$ cat src/rtl/i2c_write_ctrl_if.sv
// Signal bundle between host command logic, the byte stream source and the
// I2C pad buffers. The master modport is the sequencer side; slave is the
// host/pad side.
interface i2c_write_ctrl_if;
  logic       start;
  logic [6:0] addr;
  logic [7:0] len;
  logic [7:0] wr_data;
  logic       wr_valid;
  logic       wr_ready;
  logic       busy;
  logic       done;
  logic       nack;
  logic       scl_oe;
  logic       sda_oe;
  logic       sda_in;

  modport master (
    input  start, addr, len, wr_data, wr_valid, sda_in,
    output wr_ready, busy, done, nack, scl_oe, sda_oe
  );

  modport slave (
    output start, addr, len, wr_data, wr_valid, sda_in,
    input  wr_ready, busy, done, nack, scl_oe, sda_oe
  );
endinterface

$ cat src/rtl/i2c_write_ctrl.sv
// Single-master I2C write sequencer: START, address+W, len data bytes pulled
// from a valid/ready stream with per-byte ACK check, then STOP. All pad
// enables and status outputs are registered and computed from the next
// state/phase so they line up with the state register.
module i2c_write_ctrl #(
  parameter int CLK_FREQ = 50_000_000,
  parameter int CLK_DIV  = CLK_FREQ / 100_000,
  parameter int DIV_LEN  = 16
) (
  input  logic             clk,
  input  logic             rst,
  i2c_write_ctrl_if.master bus
);

  localparam int Q = CLK_DIV / 4;
  localparam logic [DIV_LEN-1:0] PH_Q    = DIV_LEN'(Q);
  localparam logic [DIV_LEN-1:0] PH_2Q   = DIV_LEN'(2 * Q);
  localparam logic [DIV_LEN-1:0] PH_3Q   = DIV_LEN'(3 * Q);
  localparam logic [DIV_LEN-1:0] PH_LAST = DIV_LEN'(CLK_DIV - 1);
  localparam logic [DIV_LEN-1:0] PH_ONE  = DIV_LEN'(1);

  typedef enum logic [2:0] {
    ST_IDLE  = 3'd0,
    ST_START = 3'd1,
    ST_ADDR  = 3'd2,
    ST_DATA  = 3'd3,
    ST_ACK   = 3'd4,
    ST_LOAD  = 3'd5,
    ST_STOP  = 3'd6
  } state_t;

  state_t             state_r, next_state_s;
  logic [DIV_LEN-1:0] ph_r, next_ph_s;
  logic [2:0]         bit_r, next_bit_s;
  logic [7:0]         shreg_r, next_shreg_s;
  logic [7:0]         remaining_r, next_remaining_s;
  logic               ack_bad_r, next_ack_bad_s;
  logic               nack_r, next_nack_s;
  logic               done_r, next_done_s;
  logic               scl_oe_r, next_scl_oe_s;
  logic               sda_oe_r, next_sda_oe_s;
  logic               wr_ready_r;
  logic               busy_r;
  logic               ph_end_s;

  // Next-state, datapath updates and the targets of the registered outputs
  always_comb begin
    next_state_s     = state_r;
    next_ph_s        = ph_r + PH_ONE;
    next_bit_s       = bit_r;
    next_shreg_s     = shreg_r;
    next_remaining_s = remaining_r;
    next_ack_bad_s   = ack_bad_r;
    next_nack_s      = nack_r;
    next_done_s      = 1'b0;
    next_scl_oe_s    = 1'b0;
    next_sda_oe_s    = sda_oe_r;
    ph_end_s         = (ph_r == PH_LAST);

    case (state_r)
      ST_IDLE: begin
        next_ph_s = '0;
        // The cycle carrying done must not accept a new request.
        if (bus.start && !done_r) begin
          next_state_s     = ST_START;
          next_shreg_s     = {bus.addr, 1'b0};
          next_remaining_s = bus.len;
          next_nack_s      = 1'b0;
        end else begin
          next_state_s = ST_IDLE;
        end
      end
      ST_START: begin
        if (ph_end_s) begin
          next_state_s = ST_ADDR;
          next_ph_s    = '0;
          next_bit_s   = 3'd7;
        end else begin
          next_state_s = ST_START;
        end
      end
      ST_ADDR, ST_DATA: begin
        if (ph_end_s) begin
          next_ph_s = '0;
          if (bit_r == 3'd0) begin
            next_state_s = ST_ACK;
          end else begin
            next_bit_s = bit_r - 3'd1;
          end
        end else begin
          next_state_s = state_r;
        end
      end
      ST_ACK: begin
        if (ph_r == PH_3Q) begin
          next_ack_bad_s = bus.sda_in;
        end else begin
          next_ack_bad_s = ack_bad_r;
        end
        if (ph_end_s) begin
          next_ph_s = '0;
          if (ack_bad_r) begin
            next_nack_s  = 1'b1;
            next_state_s = ST_STOP;
          end else if (remaining_r == 8'd0) begin
            next_state_s = ST_STOP;
          end else begin
            next_state_s = ST_LOAD;
          end
        end else begin
          next_state_s = ST_ACK;
        end
      end
      ST_LOAD: begin
        // SCL stays low here until the source offers a byte.
        next_ph_s = '0;
        if (bus.wr_valid && wr_ready_r) begin
          next_shreg_s     = bus.wr_data;
          next_remaining_s = remaining_r - 8'd1;
          next_bit_s       = 3'd7;
          next_state_s     = ST_DATA;
        end else begin
          next_state_s = ST_LOAD;
        end
      end
      ST_STOP: begin
        if (ph_end_s) begin
          next_state_s = ST_IDLE;
          next_ph_s    = '0;
          next_done_s  = 1'b1;
        end else begin
          next_state_s = ST_STOP;
        end
      end
      default: begin
        next_state_s = ST_IDLE;
        next_ph_s    = '0;
      end
    endcase

    // Pad enables for the cycle the state register is about to enter.
    case (next_state_s)
      ST_IDLE: begin
        next_scl_oe_s = 1'b0;
        next_sda_oe_s = 1'b0;
      end
      ST_START: begin
        next_scl_oe_s = 1'b0;
        next_sda_oe_s = (next_ph_s >= PH_2Q);
      end
      ST_ADDR, ST_DATA: begin
        next_scl_oe_s = (next_ph_s < PH_2Q);
        if (next_ph_s == PH_Q) begin
          next_sda_oe_s = ~next_shreg_s[next_bit_s];
        end else begin
          next_sda_oe_s = sda_oe_r;
        end
      end
      ST_ACK: begin
        next_scl_oe_s = (next_ph_s < PH_2Q);
        if (next_ph_s == PH_Q) begin
          next_sda_oe_s = 1'b0;
        end else begin
          next_sda_oe_s = sda_oe_r;
        end
      end
      ST_LOAD: begin
        next_scl_oe_s = 1'b1;
        next_sda_oe_s = sda_oe_r;
      end
      ST_STOP: begin
        next_scl_oe_s = (next_ph_s < PH_2Q);
        next_sda_oe_s = (next_ph_s < PH_3Q);
      end
      default: begin
        next_scl_oe_s = 1'b0;
        next_sda_oe_s = 1'b0;
      end
    endcase
  end

  // State, phase counter, datapath and registered outputs with synchronous reset
  always_ff @(posedge clk) begin
    if (rst) begin
      state_r     <= ST_IDLE;
      ph_r        <= '0;
      bit_r       <= 3'd0;
      shreg_r     <= 8'd0;
      remaining_r <= 8'd0;
      ack_bad_r   <= 1'b0;
      nack_r      <= 1'b0;
      done_r      <= 1'b0;
      scl_oe_r    <= 1'b0;
      sda_oe_r    <= 1'b0;
      wr_ready_r  <= 1'b0;
      busy_r      <= 1'b0;
    end else begin
      state_r     <= next_state_s;
      ph_r        <= next_ph_s;
      bit_r       <= next_bit_s;
      shreg_r     <= next_shreg_s;
      remaining_r <= next_remaining_s;
      ack_bad_r   <= next_ack_bad_s;
      nack_r      <= next_nack_s;
      done_r      <= next_done_s;
      scl_oe_r    <= next_scl_oe_s;
      sda_oe_r    <= next_sda_oe_s;
      wr_ready_r  <= (next_state_s == ST_LOAD);
      busy_r      <= (next_state_s != ST_IDLE);
    end
  end

  assign bus.wr_ready = wr_ready_r;
  assign bus.busy     = busy_r;
  assign bus.done     = done_r;
  assign bus.nack     = nack_r;
  assign bus.scl_oe   = scl_oe_r;
  assign bus.sda_oe   = sda_oe_r;

endmodule

$ cat src/flat_wrapper.sv
// flat-port wrapper written by rule: the top's interface ports become plain ports
module i2c_write_ctrl_flat 
#(
  parameter int CLK_FREQ = 50_000_000,
  parameter int CLK_DIV  = CLK_FREQ / 100_000,
  parameter int DIV_LEN  = 16
)
  (clk, rst, bus_start, bus_addr, bus_len, bus_wr_data, bus_wr_valid, bus_sda_in, bus_wr_ready, bus_busy, bus_done, bus_nack, bus_scl_oe, bus_sda_oe);
  i2c_write_ctrl_if bus_i ();
  input  logic clk;
  input  logic rst;
  input wire logic [$bits(bus_i.start)-1:0] bus_start;
  input wire logic [$bits(bus_i.addr)-1:0] bus_addr;
  input wire logic [$bits(bus_i.len)-1:0] bus_len;
  input wire logic [$bits(bus_i.wr_data)-1:0] bus_wr_data;
  input wire logic [$bits(bus_i.wr_valid)-1:0] bus_wr_valid;
  input wire logic [$bits(bus_i.sda_in)-1:0] bus_sda_in;
  output wire logic [$bits(bus_i.wr_ready)-1:0] bus_wr_ready;
  output wire logic [$bits(bus_i.busy)-1:0] bus_busy;
  output wire logic [$bits(bus_i.done)-1:0] bus_done;
  output wire logic [$bits(bus_i.nack)-1:0] bus_nack;
  output wire logic [$bits(bus_i.scl_oe)-1:0] bus_scl_oe;
  output wire logic [$bits(bus_i.sda_oe)-1:0] bus_sda_oe;
  assign bus_i.start = bus_start;
  assign bus_i.addr = bus_addr;
  assign bus_i.len = bus_len;
  assign bus_i.wr_data = bus_wr_data;
  assign bus_i.wr_valid = bus_wr_valid;
  assign bus_i.sda_in = bus_sda_in;
  assign bus_wr_ready = bus_i.wr_ready;
  assign bus_busy = bus_i.busy;
  assign bus_done = bus_i.done;
  assign bus_nack = bus_i.nack;
  assign bus_scl_oe = bus_i.scl_oe;
  assign bus_sda_oe = bus_i.sda_oe;
  i2c_write_ctrl #(.CLK_FREQ(CLK_FREQ), .CLK_DIV(CLK_DIV), .DIV_LEN(DIV_LEN)) u_core (.clk(clk), .rst(rst), .bus(bus_i));
endmodule
$ cat config.mk
export PLATFORM = sky130hd
export DESIGN_NAME = i2c_write_ctrl_flat
export DESIGN_NICKNAME = d
export VERILOG_FILES = /design/src/rtl/i2c_write_ctrl_if.sv /design/src/rtl/i2c_write_ctrl.sv /design/src/flat_wrapper.sv
export SDC_FILE = /design/constraint.sdc
export NUM_CORES = 1
export LEC_CHECK = 0
export BUFFER_PORTS_ARGS = -buffer_cell sky130_fd_sc_hd__buf_4
export CORE_UTILIZATION = 50
export DETAILED_ROUTE_END_ITERATION = 6
export PLACE_DENSITY = 0.73
export SLEW_MARGIN = 20
export SYNTH_ARGS = -nofsm -noshare
export SYNTH_HDL_FRONTEND = slang
export SYNTH_SLANG_ARGS = --single-unit
$ cat constraint.sdc
create_clock -name clk -period 2.7 [get_ports clk]
set_input_delay 0.54 -clock clk [delete_from_list [all_inputs] [get_ports clk]]
set_output_delay 0.54 -clock clk [all_outputs]
set_load 0.1 [all_outputs]
# ---- Word-level counts from Yosys, hierarchy flattened
# Cells that the tools add are included.
dict set report word_totals {
  ff_bits 45
  input_bits 28
  output_inout_bits 6
}
dict set report op_classes {
  add_sub_neg 3
  n_lt_le_gt_ge 4
  eq_ne 21
  n_mux 34
  bitwise 3
  n_reduce_logical 18
}
# cell count
set ops {}
lappend ops {{$eq A16 B9 Y1 const B} 2}
lappend ops {{$mux W16} 2}
lappend ops {{$mux W8} 4}
lappend ops {{$pmux W8 S2} 2}
lappend ops {{$mux W3} 10}
lappend ops {{$eq A3 B3 Y1 const B} 6}
lappend ops {{$pmux W3 S6} 1}
lappend ops {{$add A16 B1 Y16 const B} 1}
lappend ops {{$eq A16 B7 Y1 const B} 1}
lappend ops {{$ge A16 B8 Y1 const B} 1}
lappend ops {{$lt A16 B8 Y1 const B} 1}
lappend ops {{$lt A16 B9 Y1 const B} 1}
lappend ops {{$eq A3 B2 Y1 const B} 4}
lappend ops {{$ne A2 B1 Y1 const B} 6}
lappend ops {{$pmux W3 S3} 1}
lappend ops {{$logic_not A8 Y1} 1}
lappend ops {{$mux W1} 8}
lappend ops {{$sub A8 B1 Y8 const B} 1}
lappend ops {{$eq A3 B1 Y1 const B} 2}
lappend ops {{$logic_not A3 Y1} 2}
lappend ops {{$reduce_and A3 Y1} 2}
lappend ops {{$reduce_or A2 Y1} 3}
lappend ops {{$pmux W1 S5} 1}
lappend ops {{$reduce_or A5 Y1} 1}
lappend ops {{other kinds (13)} 19}

# ---- Depth between registers and ports, before layout
dict set report logic_depth {
  depth_word 9
  depth_mapped 10
}

# ---- Least setup slack after synthesis
# Ideal clock, no wire load.
dict set report synth_timing {
  path_type {reg2reg}
  startpoint {register u_core.ph_r[0]}
  endpoint {register u_core.sda_oe_r (netlist: u_core.bus.sda_oe)}
  setup_ps 134
  t_arrival_ps 2616
  required_ps 2566
  path_slack_ps -50
  path_stages_with_launch 10
  period_less_slack_ps 2750
  path_cell_list {dfxtp_1 -> ha_1 -> clkbuf_1 -> nand2_1 -> nor4_1 -> mux2i_1 -> nor2_1 -> or4_4 -> a22oi_1 -> a31oi_1}
}
dict set report synth_between {
  elab_chain_len 8
  word_cells_on_any_way 31
  classes_between {add/sub: 1; order compare: 2; eq/ne: 10; mux: 14; bitwise: 2; reduce/logical: 2}
}
# element line_no
set synth_lines {}
lappend synth_lines {{start, declared} i2c_write_ctrl.sv:33} ;# logic [DIV_LEN-1:0] ph_r, next_ph_s;
lappend synth_lines {{start signal, assigned} i2c_write_ctrl.sv:199} ;# ph_r <= next_ph_s;
lappend synth_lines {{parallel branches: the longest is 8 deep, another holds $add A16 B1 Y16} -}
lappend synth_lines {{end signal, assigned} i2c_write_ctrl.sv:207} ;# sda_oe_r <= next_sda_oe_s;
lappend synth_lines {{end, declared} i2c_write_ctrl.sv:41} ;# logic sda_oe_r, next_sda_oe_s;
# Parallel ways; which one is timed is not known. The select of a mux whose other input is x is not followed.
# A chain may end at the register's enable or synchronous reset.

# ---- Worst setup path after layout
dict set report layout_timing {
  startpoint {register u_core.ph_r[4]}
  endpoint {register u_core.sda_oe_r (netlist: u_core.bus.sda_oe)}
}
# Same word-level chain as after synthesis.

==> summary by stage <==
Place
The post-placement cell area is around 0.0031 sq mm. OpenSTA, run right after detailed placement, puts the worst setup slack at approximately 0.14 ns. The count of input and output buffers is 33.

The placer congestion estimate is between 0.9 and 1. After detailed placement, the design holds a cell count of 440. Once detailed placement completed, the half-perimeter wirelength came to roughly 4.9 mm.

Clock network
The total CTS buffers is 5. The longest clock path from root to sink contains 2 buffers. The clock latency on the worst-skew pair is 0.29 ns. The number of clock sinks is between 40 and 50. The clock tree from TritonCTS is done. The H-tree generated during clock tree synthesis spans 2 levels. The clock transition at the registers of the reported paths is approximately 0.08 ns. The tree is rooted in a clkbuf_8.

STA
Setup repair after global routing left no endpoint under its margin. The hold violation total from the final report is 0. Across the routed clock network, the largest skew measured is slightly above 0.005 ns. After layout, the worst path uses 92.11% of the clock period. The peak clock frequency supported by timing is just over 400 MHz. The final worst setup slack is approximately 0.21 ns. At the pin with the least slew margin, the transition time is between 0.4 and 0.5 ns. The final critical-path required period is 2.487 ns. The final number of setup-violating endpoints is 0.

The total negative slack for setup checks is 0 ns. The worst-case hold slack is between 0.4 and 0.5 ns. The number of pins with negative max-slew slack in the final report was 0. Measured against its own limit, the worst slew margin works out to between 60% and 70%.

Floorplan
In this run the count of I/O pins placed on the die edge is 34. The die covers ~0.0057 sq mm. In this run the vertical extent of the chip is around 75 um. The core region is a little over 0.005 sq mm. The effective utilization at floorplan is between 50% and 60%.

The overall die width is approximately 75 um. In this run the core area contains 26 standard-cell rows.

Route
Dividing the detail-routed wire length by the instance count gives 14.75 um. The via count is 2625. The pre-antenna-repair detailed-routing pass consisted of 4 iterations. The routed wire length is 6.607 mm. Once detail routing completed, the nets flagged for antenna violations numbered 0. The number of vias per cell after detailed routing is about 6. In the routed design, unresolved DRC markers number 0.

After the first detailed-routing iteration, the DRC count stood at between 200 and 300.

Finish
The area growth from synthesis to layout is 17.96%. The area used by multi-input combinational logic is about 0.0017 sq mm. The final layout contains about 400 nets. Cells with a size suffix above 1 make up 19.58% of the layout. Cells fill between 60% and 70% of the core in the end.

The sequential cell area is 905.9 sq um. The final-layout fill cell count is approximately 500. The finished layout holds between 400 and 500 standard cells, fillers aside.

The finished cells cover approximately 0.0032 sq mm. The number of antenna diodes in the final layout is 0.

Logic synthesis
The number of distinct library cells after synthesis is 61. In the post-synthesis netlist, the biggest area contributors are dfxtp_1, nor2_1, nor3_1. The total number of yosys warnings is 0. The share of the Yosys chip area taken by registers is between 30% and 40%. Counting flops with a built-in enable in the synthesized netlist gives 0. Counting instances in the post-synthesis netlist gives the leading cell types as nor2_1, dfxtp_1, nand2_1, clkbuf_1, nor3_1.

Counting flops and latches in the post-synthesis netlist gives 45. The library cell occupying the most area in the post-synthesis netlist is dfxtp_1. The net count after synthesis is 377. The prevailing post-synth register cell is dfxtp_1. The mean instance size in the synthesized netlist is between 7 and 8 sq um. The cell count after synthesis came out at roughly 350.

The cell area that synthesis handed to floorplanning was approximately 0.0027 sq mm. The most instantiated library cell after synthesis is nor2_1. Of all flip-flops after synthesis, the portion carrying an async set or reset was 0%. The synthesized design devotes to its leading area cell type 33.50% of total area.

Worst setup path
For the worst setup path, the data arrival time is roughly 2.7 ns. The data required time of the critical path is ~2.9 ns. In this run the worst path has a maximum fanout of 7.

The worst setup path is captured at a register. The class of the most critical setup path is register to register. The kind of start point of the critical path is a register.

GRT
Global routing used 24.80% of the available tracks across all layers. The first global-routing pass estimated ~11 mm of wire. After global routing the overflow that remains totals 0.

Entering global routing, the biggest net connects 31 pins. The initial antenna violation count came to 0. The via count of the first global-routing pass is between 2000 and 2500.

Power and ir drop
The completed layout was analyzed and its total power is around 1.4 mW. Across the VDD grid, the largest voltage drop is approximately 0.21 mV. The leakage power total is roughly 1.2 nW. The power density over the cells is ~440 mW/mm^2.

Min path
The tightest min-delay check is of the input pin to register type.

Outcome
The flow ran to the end, and the final reports show no timing, DRC or antenna violations.

Flow run
The count of maximum capacitance violations is 0.
==> metal layers <==
metal  vias up  GRT usage [%]  wire length, um
met4         0          7.819               44
met2        72          42.86             3220
met1      1216          31.97             3076
met5         -              0                0
li1       1333              -                -
met3         4          3.571              266
==> report_power, final <==
group          internal [mW]  switching [mW]  total (mW)
clock                  0.302           0.223       0.525
combinational         0.0741          0.0867       0.161
sequential             0.681          0.0153       0.697
total                   1.06           0.325        1.38
==> path summary, 6_finish.rpt <==
path | startpoint | endpoint | slack [ns] | cells past startpoint
max | u_core.ph_r[4]$_SDFF_PP0_ | u_core.bus.sda_oe$_SDFFE_PP0P_ | 0.21 | 7
max reg2reg | u_core.ph_r[4]$_SDFF_PP0_ | u_core.bus.sda_oe$_SDFFE_PP0P_ | 0.21 | 7
min | bus_sda_in | u_core.ack_bad_r$_SDFFE_PP0P_ | 0.49 | 3
min reg2reg | u_core.shreg_r[0]$_SDFF_PP0_ | u_core.shreg_r[0]$_SDFF_PP0_ | 0.50 | 2
==> cell families after synthesis <==
group / share of synthesized area (%)
AND/OR/NAND/NOR: 33.41
AO/OA/AOI/OAI: 21.59
flip-flops: 33.50
buffers and inverters: 4.979
XOR/XNOR: 3.909
adder cells (fa/ha/maj): 1.861
multiplexers: 0.7446
==> worst max-delay path, cell delays in order, from the launching register on <==
cell      delay, ns
dfxtp_1        0.48
nand2_1        0.21
or4_4          0.56
o21ai_2        0.15
o211ai_2       0.14
or4_4          0.57
a22oi_1        0.16
a31oi_1        0.09
==> cells in the final DEF, fill, tap and decap left out, drive strengths merged, types with 5 or more instances in the layout <==
cell / instances
nor2: 49
buf: 47
dfxtp: 45
nand2: 22
nor3: 19
a21oi: 16
inv: 13
nand3: 12
o21ai: 11
xnor2: 9
and3: 8
a221oi: 8
nor2b: 7
nand2b: 7
nor4: 7
clkbuf: 7
a31oi: 6
nand4: 6
o31ai: 5
and2: 5
==> sequential cells by signal, indices dropped and copies added, names as in the netlist <==
register             cells
u_core.ack_bad_r         1
u_core.bus.done          1
u_core.bus.wr_ready      1
u_core.bus.busy          1
u_core.bus.nack          1
u_core.state_r           3
u_core.remaining_r       8
u_core.bus.sda_oe        1
u_core.ph_r             16
u_core.shreg_r           8
u_core.bit_r             3
u_core.bus.scl_oe        1
==> area by class of cell <==
class | count | area share (%)
multi-input cells | 265 | 52.35
flip-flops and latches | 45 | 28.56
repair buffers | 47 | 11.12
well taps | 70 | 2.761
clock buffers | 7 | 2.722
inverters | 13 | 1.538
clock inverters | 1 | 0.9467
==> repair_timing <==
item	CTS	global route
gates resized for setup	0	4
endpoints found under the setup margin	0	3
setup buffers	0	0
hold buffers	0	0
No activity file was read; power rests on OpenSTA's default activity.
